### src/rtl/alu_muldiv_iter_if.sv
// Request/response bundle between EX-stage control and the iterative RV32M mul/div unit.
interface alu_muldiv_iter_if #(
  parameter int DATA_WIDTH    = 32,
  parameter int OPCODE_LENGTH = 3
);
  logic                     start;
  logic                     flush;
  logic [OPCODE_LENGTH-1:0] Operation;
  logic [DATA_WIDTH-1:0]    SrcA;
  logic [DATA_WIDTH-1:0]    SrcB;
  logic                     busy;
  logic                     done;
  logic [DATA_WIDTH-1:0]    ALUResult;

  modport master (
    output start, flush, Operation, SrcA, SrcB,
    input  busy, done, ALUResult
  );

  modport slave (
    input  start, flush, Operation, SrcA, SrcB,
    output busy, done, ALUResult
  );
endinterface

### src/rtl/alu_muldiv_iter.sv
// Radix-2 iterative RV32M multiply/divide: shift-add multiplier and restoring divider sharing
// one 2W accumulator, fixed W+1 cycle latency from the accepting edge to the done pulse.
module alu_muldiv_iter #(
  parameter int DATA_WIDTH    = 32,
  parameter int OPCODE_LENGTH = 3
) (
  input  logic               clk,
  input  logic               rst_n,
  alu_muldiv_iter_if.slave   bus
);
  localparam int W  = DATA_WIDTH;
  localparam int CW = $clog2(W);

  typedef enum logic [1:0] {IDLE, CALC, FINISH} state_t;

  state_t                   state_q, state_d;
  logic [OPCODE_LENGTH-1:0] op_q;
  logic [CW-1:0]            cnt_q;
  logic [2*W-1:0]           acc_q;
  logic [W-1:0]             opnd_q;
  logic [W-1:0]             srca_q;
  logic                     neg_q, rneg_q, dz_q, ovf_q;
  logic                     done_q;
  logic [W-1:0]             res_q;

  logic                     busy;
  logic                     accept;
  logic                     sgn_a, sgn_b, a_neg, b_neg, is_div;
  logic [W-1:0]             a_abs, b_abs;
  logic [W:0]               mul_sum, div_trial, div_diff;
  logic                     div_ge;
  logic [2*W-1:0]           acc_step, prod_s;
  logic [W-1:0]             quo, rem, result;

  // Operand decode for the request presented in IDLE.
  always_comb begin
    sgn_a = 1'b0;
    sgn_b = 1'b0;
    case (bus.Operation)
      3'b001, 3'b100, 3'b110: begin sgn_a = 1'b1; sgn_b = 1'b1; end
      3'b010:                 sgn_a = 1'b1;
      default:                ;
    endcase
    is_div = bus.Operation[2];
    a_neg  = sgn_a & bus.SrcA[W-1];
    b_neg  = sgn_b & bus.SrcB[W-1];
    a_abs  = a_neg ? ('0 - bus.SrcA) : bus.SrcA;
    b_abs  = b_neg ? ('0 - bus.SrcB) : bus.SrcB;
    accept = (state_q == IDLE) && bus.start && !bus.flush;
  end

  // Multiply: high half accumulates, multiplier shifts out of the low half.
  // Divide: high half is the partial remainder, quotient bits shift into the low half.
  always_comb begin
    mul_sum   = {1'b0, acc_q[2*W-1:W]} + (acc_q[0] ? {1'b0, opnd_q} : '0);
    div_trial = {acc_q[2*W-1:W], acc_q[W-1]};
    div_diff  = div_trial - {1'b0, opnd_q};
    div_ge    = ~div_diff[W];
    if (op_q[2])
      acc_step = {(div_ge ? div_diff[W-1:0] : div_trial[W-1:0]), acc_q[W-2:0], div_ge};
    else
      acc_step = {mul_sum, acc_q[W-1:1]};
  end

  always_comb begin
    prod_s = neg_q ? ('0 - acc_q) : acc_q;
    quo    = acc_q[W-1:0];
    rem    = acc_q[2*W-1:W];
    case (op_q)
      3'b000:                 result = prod_s[W-1:0];
      3'b001, 3'b010, 3'b011: result = prod_s[2*W-1:W];
      3'b100, 3'b101:         result = dz_q ? '1 : ovf_q ? srca_q : (neg_q ? ('0 - quo) : quo);
      default:                result = dz_q ? srca_q : ovf_q ? '0 : (rneg_q ? ('0 - rem) : rem);
    endcase
  end

  always_ff @(posedge clk or negedge rst_n) begin
    if (!rst_n) state_q <= IDLE;
    else        state_q <= state_d;
  end

  always_comb begin
    state_d = state_q;
    if (bus.flush) begin
      state_d = IDLE;
    end else begin
      case (state_q)
        IDLE:    if (bus.start) state_d = CALC;
        CALC:    if (cnt_q == '0) state_d = FINISH;
        FINISH:  state_d = IDLE;
        default: state_d = IDLE;
      endcase
    end
  end

  always_comb begin
    busy = (state_q != IDLE);
  end

  always_ff @(posedge clk or negedge rst_n) begin
    if (!rst_n) begin
      op_q   <= '0;
      cnt_q  <= '0;
      acc_q  <= '0;
      opnd_q <= '0;
      srca_q <= '0;
      neg_q  <= 1'b0;
      rneg_q <= 1'b0;
      dz_q   <= 1'b0;
      ovf_q  <= 1'b0;
      done_q <= 1'b0;
      res_q  <= '0;
    end else begin
      done_q <= 1'b0;
      case (state_q)
        IDLE: if (accept) begin
          op_q   <= bus.Operation;
          srca_q <= bus.SrcA;
          cnt_q  <= CW'(W - 1);
          neg_q  <= a_neg ^ b_neg;
          rneg_q <= a_neg;
          opnd_q <= is_div ? b_abs : a_abs;
          acc_q  <= {{W{1'b0}}, (is_div ? a_abs : b_abs)};
          dz_q   <= is_div && (bus.SrcB == '0);
          ovf_q  <= is_div && sgn_b && (bus.SrcA == {1'b1, {(W-1){1'b0}}}) && (bus.SrcB == '1);
        end
        CALC: begin
          acc_q <= acc_step;
          cnt_q <= cnt_q - 1'b1;
        end
        FINISH: if (!bus.flush) begin
          res_q  <= result;
          done_q <= 1'b1;
        end
        default: ;
      endcase
    end
  end

  assign bus.busy      = busy;
  assign bus.done      = done_q;
  assign bus.ALUResult = res_q;
endmodule

### src/flat_wrapper.sv
// flat-port wrapper written by rule: the top's interface ports become plain ports
module alu_muldiv_iter_flat 
#(
  parameter int DATA_WIDTH    = 32,
  parameter int OPCODE_LENGTH = 3
)
  (clk, rst_n, bus_start, bus_flush, bus_Operation, bus_SrcA, bus_SrcB, bus_busy, bus_done, bus_ALUResult);
  alu_muldiv_iter_if #(.DATA_WIDTH(DATA_WIDTH), .OPCODE_LENGTH(OPCODE_LENGTH)) bus_i ();
  input  logic clk;
  input  logic rst_n;
  input wire logic [$bits(bus_i.start)-1:0] bus_start;
  input wire logic [$bits(bus_i.flush)-1:0] bus_flush;
  input wire logic [$bits(bus_i.Operation)-1:0] bus_Operation;
  input wire logic [$bits(bus_i.SrcA)-1:0] bus_SrcA;
  input wire logic [$bits(bus_i.SrcB)-1:0] bus_SrcB;
  output wire logic [$bits(bus_i.busy)-1:0] bus_busy;
  output wire logic [$bits(bus_i.done)-1:0] bus_done;
  output wire logic [$bits(bus_i.ALUResult)-1:0] bus_ALUResult;
  assign bus_i.start = bus_start;
  assign bus_i.flush = bus_flush;
  assign bus_i.Operation = bus_Operation;
  assign bus_i.SrcA = bus_SrcA;
  assign bus_i.SrcB = bus_SrcB;
  assign bus_busy = bus_i.busy;
  assign bus_done = bus_i.done;
  assign bus_ALUResult = bus_i.ALUResult;
  alu_muldiv_iter #(.DATA_WIDTH(DATA_WIDTH), .OPCODE_LENGTH(OPCODE_LENGTH)) u_core (.clk(clk), .rst_n(rst_n), .bus(bus_i));
endmodule
### config.mk
export PLATFORM = sky130hd
export DESIGN_NAME = alu_muldiv_iter_flat
export DESIGN_NICKNAME = d
export VERILOG_FILES = /design/src/rtl/alu_muldiv_iter_if.sv /design/src/rtl/alu_muldiv_iter.sv /design/src/flat_wrapper.sv
export SDC_FILE = /design/constraint.sdc
export NUM_CORES = 1
export LEC_CHECK = 0
export BUFFER_PORTS_ARGS = -buffer_cell sky130_fd_sc_hd__buf_2
export CAP_MARGIN = 15
export CORE_UTILIZATION = 50
export CTS_CLUSTER_DIAMETER = 60
export DETAILED_ROUTE_END_ITERATION = 7
export GPL_TIMING_DRIVEN = 0
export PLACE_DENSITY = 0.68
export SLEW_MARGIN = 20
export SYNTH_ARGS = -nofsm -noshare
export SYNTH_HDL_FRONTEND = slang
export SYNTH_SLANG_ARGS = --single-unit
### constraint.sdc
create_clock -name clk -period 6.9 [get_ports clk]
set_clock_uncertainty 0.15 [all_clocks]
set_input_delay 1.035 -clock clk [delete_from_list [all_inputs] [get_ports clk]]
set_output_delay 1.035 -clock clk [all_outputs]
set_load 0.02 [all_outputs]
==> results_dict.tcl <==
set metrics [dict create \
    status "finished, final reports clean" \
    coreArea_mm2 0.0318 \
    syn_nets 2263 \
    postCtsHoldBufs 0 \
    start_kind "flop" \
    crit_family "compound AO/OA/AOI/OAI gates" \
    final-setup-viol-count 0 \
    nFillCells 3104 \
    dp_worst_setup_slack_ns 2.33 \
    row_count 65 \
    grt_pass1_vias 16547 \
    crit_arrival_ns 4.91 \
    first_pass_iters 6 \
    ys_types 70 \
    boundaryPins 105 \
    final_area_mm2 0.0179 \
    path_cells "inv_1 -> clkbuf_1 -> nor2_1 -> ha_1 -> a21oi_1 -> nand2b_1 -> a31oi_1 -> nor3_1 -> o22ai_1 -> o41ai_1 -> o21bai_1 -> xnor2_1 -> a211oi_1" \
    drive_above_1_share_pct 7.94 \
    synth_top_area_share_pct 26.9 \
    cts_max_level 4 \
    overflow 0 \
    ys.flop_type "dfrtp_1" \
    min_path_type "reg -> reg" \
    gp_congestion 1.06 \
    antenna_found_initial 2 \
    grt_pass1_wl_um 105000 \
    grtUsageTotal_pct 43.1 \
    wirelength_um 71500 \
    hold_violations 0 \
    ant_nets 0 \
    cts_setup_buffers 0 \
    power-per-cell-area_mw_per_mm2 393 \
    r2r_slack_ns 2.16 \
    post_cts_resized 0 \
    leakage_nw 7.56 \
    syn_area_mm2 0.0163 \
    n_antenna_cell 0 \
    switching_share_pct 52.2 \
    synth_warnings 0 \
    internal-power_mw 3.36 \
    synth_top_cell_by_area "dfrtp_1" \
    peakVddDrop_uv 223 \
    root_buffer "clkbuf_16" \
    die_w_um 182 \
    syn_inst 2119 \
    cts_tree "built" \
    min_period_ns 4.74 \
    synth-seq-cells 175 \
    num_vias 17845 \
    dp_hpwl_um 57200 \
    drv_slew 0 \
    cts_inserted_buffers 17 \
    rsz0062_at_grt "no" \
    cts.sink_count 175 \
    synth_edf_count 0 \
    numPortBuffers 103 \
    ys_async_sr_fraction_pct 100 \
    fin_crit_sh_pct 68.7 \
    die_area_mm2 0.0332 \
    fmax_ghz 0.211 \
    cap_viol_max_count 0 \
    max-slew-margin-rel_pct 30.6 \
    fp.dieH_um 182 \
    clk_pin_slew_ns 0.07 \
    final_common_cell "nand2_1" \
    hold_ws_ns 0.320 \
    ys_seq_area_share_pct 26.9 \
    placed_area_mm2 0.0174 \
    grt_start_max_net_pins 94 \
    ys_top_cells_by_area "dfrtp_1 27%, xnor2_1 7.1%, nand2_1 7.0%" \
    power_frac_clock_pct 13.5 \
    start_util_pct 51.1 \
    drt-initial-drc-count 2536 \
    slowest_stage "nor3_1" \
    synthToLayoutAreaGrowth_pct 10.1 \
    cts.path.max_buffers 2 \
    drc 0 \
    cp-end-kind "flop" \
    clk_latency_ns 0.47 \
    crit_path_max_fanout 10 \
    final_cell_mix "302 x nand2_1, 175 x a21oi_1, 175 x dfrtp_1" \
    switchingPower_mw 3.67 \
    routed_via_density 6.63 \
    finalWorstSetupSlack_ns 2.16 \
    avgSynthCellArea_um2 7.67 \
    cp.required_ns 7.07 \
    tightest_slew_ns 1.03 \
    sequentialPowerShare_pct 23.9 \
    fin_setup_tns_ns 0 \
    fin_util_pct 56.3 \
    p_comb_share_pct 62.7 \
    nets 2386 \
    critical_path_class "reg -> reg" \
    critPathBufInv 2 \
    wl_per_cell_um 26.6 \
    cpPeakStageDelay_ns 0.74 \
]
-- per-layer routing --
metal / vias to the layer above / global-route usage [%] / share of wire (%) / wire (um)
met1: 8540 / 56.9 / 40 / 28900
met4: 0 / 24.5 / 6.5 / 4660
met2: 1126 / 63.9 / 42 / 29700
li1: 7956 / - / - / -
met5: - / 0 / 0 / 0
met3: 223 / 11.0 / 12 / 8230
-- cell type report --
cell class	instances	area, um^2	share of cell area [%]
inverter	69	259	1.45
multi-input combinational	1719	11000	61.5
sequential	175	4380	24.5
clock inverter	13	106	0.594
buffer	156	613	3.43
clock buffer	19	433	2.42
timing repair buffer	104	553	3.09
tap	435	544	3.04
-- stage by stage --
stage / power [mW] / instances
after global routing: 7.39 / 2690
after floorplan: 4.53 / 2119
after global placement: 5.84 / 2657
after CTS: 6.84 / 2690
final: 7.03 / 2690
after detailed placement: 5.89 / 2658
-- cell families after synthesis --
kind of cell / after synthesis / share of synthesized area, %
multiplexers: 73 / 4.56
AND/OR/NAND/NOR: 675 / 19.2
buffers and inverters: 225 / 5.37
flip-flops: 175 / 26.9
AO/OA/AOI/OAI: 695 / 27.3
adder cells (fa/ha/maj): 73 / 5.71
XOR/XNOR: 203 / 10.9
-- worst min-delay path: cells and delay by family, from the launching register on --
kind	cells	cell delay (ns)
AOI/OAI and AO/OA	1	0.05
DFF	1	0.34
and+or+nand+nor	1	0.05
-- path summary, 6_finish.rpt --
| check | from | end | cells past startpoint |
|---|---|---|---|
| setup / recovery | u_core.acc_q[0] | u_core.acc_q[61] | 13 |
| max in group asynchronous | rst_n | u_core.opnd_q[25] | 2 |
| hold reg to reg | u_core.bus.ALUResult[2] | u_core.bus.ALUResult[2] | 2 |
| hold / removal | u_core.bus.ALUResult[2] | u_core.bus.ALUResult[2] | 2 |
| min in group asynchronous | rst_n | u_core.bus.ALUResult[20] | 1 |
| setup reg to reg | u_core.acc_q[0] | u_core.acc_q[61] | 13 |
-- power groups by stage --
| stage | clock network (mW) | logic (mW) | registers [mW] |
|---|---|---|---|
| after CTS | 0.945 | 4.25 | 1.65 |
| after floorplan | 0 | 3.06 | 1.47 |
| after global placement | 0 | 4.18 | 1.66 |
| final | 0.947 | 4.41 | 1.68 |
| after detailed placement | 0 | 4.23 | 1.66 |
| after global routing | 0.987 | 4.72 | 1.68 |
-- flip-flops by register name, indices dropped and copies added, names as in the netlist, 2 cells and up --
name / flops
u_core.acc_q: 64
u_core.srca_q: 32
u_core.opnd_q: 32
u_core.cnt_q: 5
u_core.state_q: 2
u_core.op_q: 3
u_core.bus.ALUResult: 32
-- cell usage after synthesis, drive strengths merged, types with 30 or more instances --
library cell	n
dfrtp	175
buf	30
o211ai	32
nor2	153
ha	71
clkbuf	126
o21ai	174
a21oi	175
nand2	302
o31ai	54
a221oi	37
a211oi	39
mux2i	65
a21o	33
xnor2	132
a22oi	31
xor2	71
inv	69
Note: power is estimated with default switching activity, not from simulation.
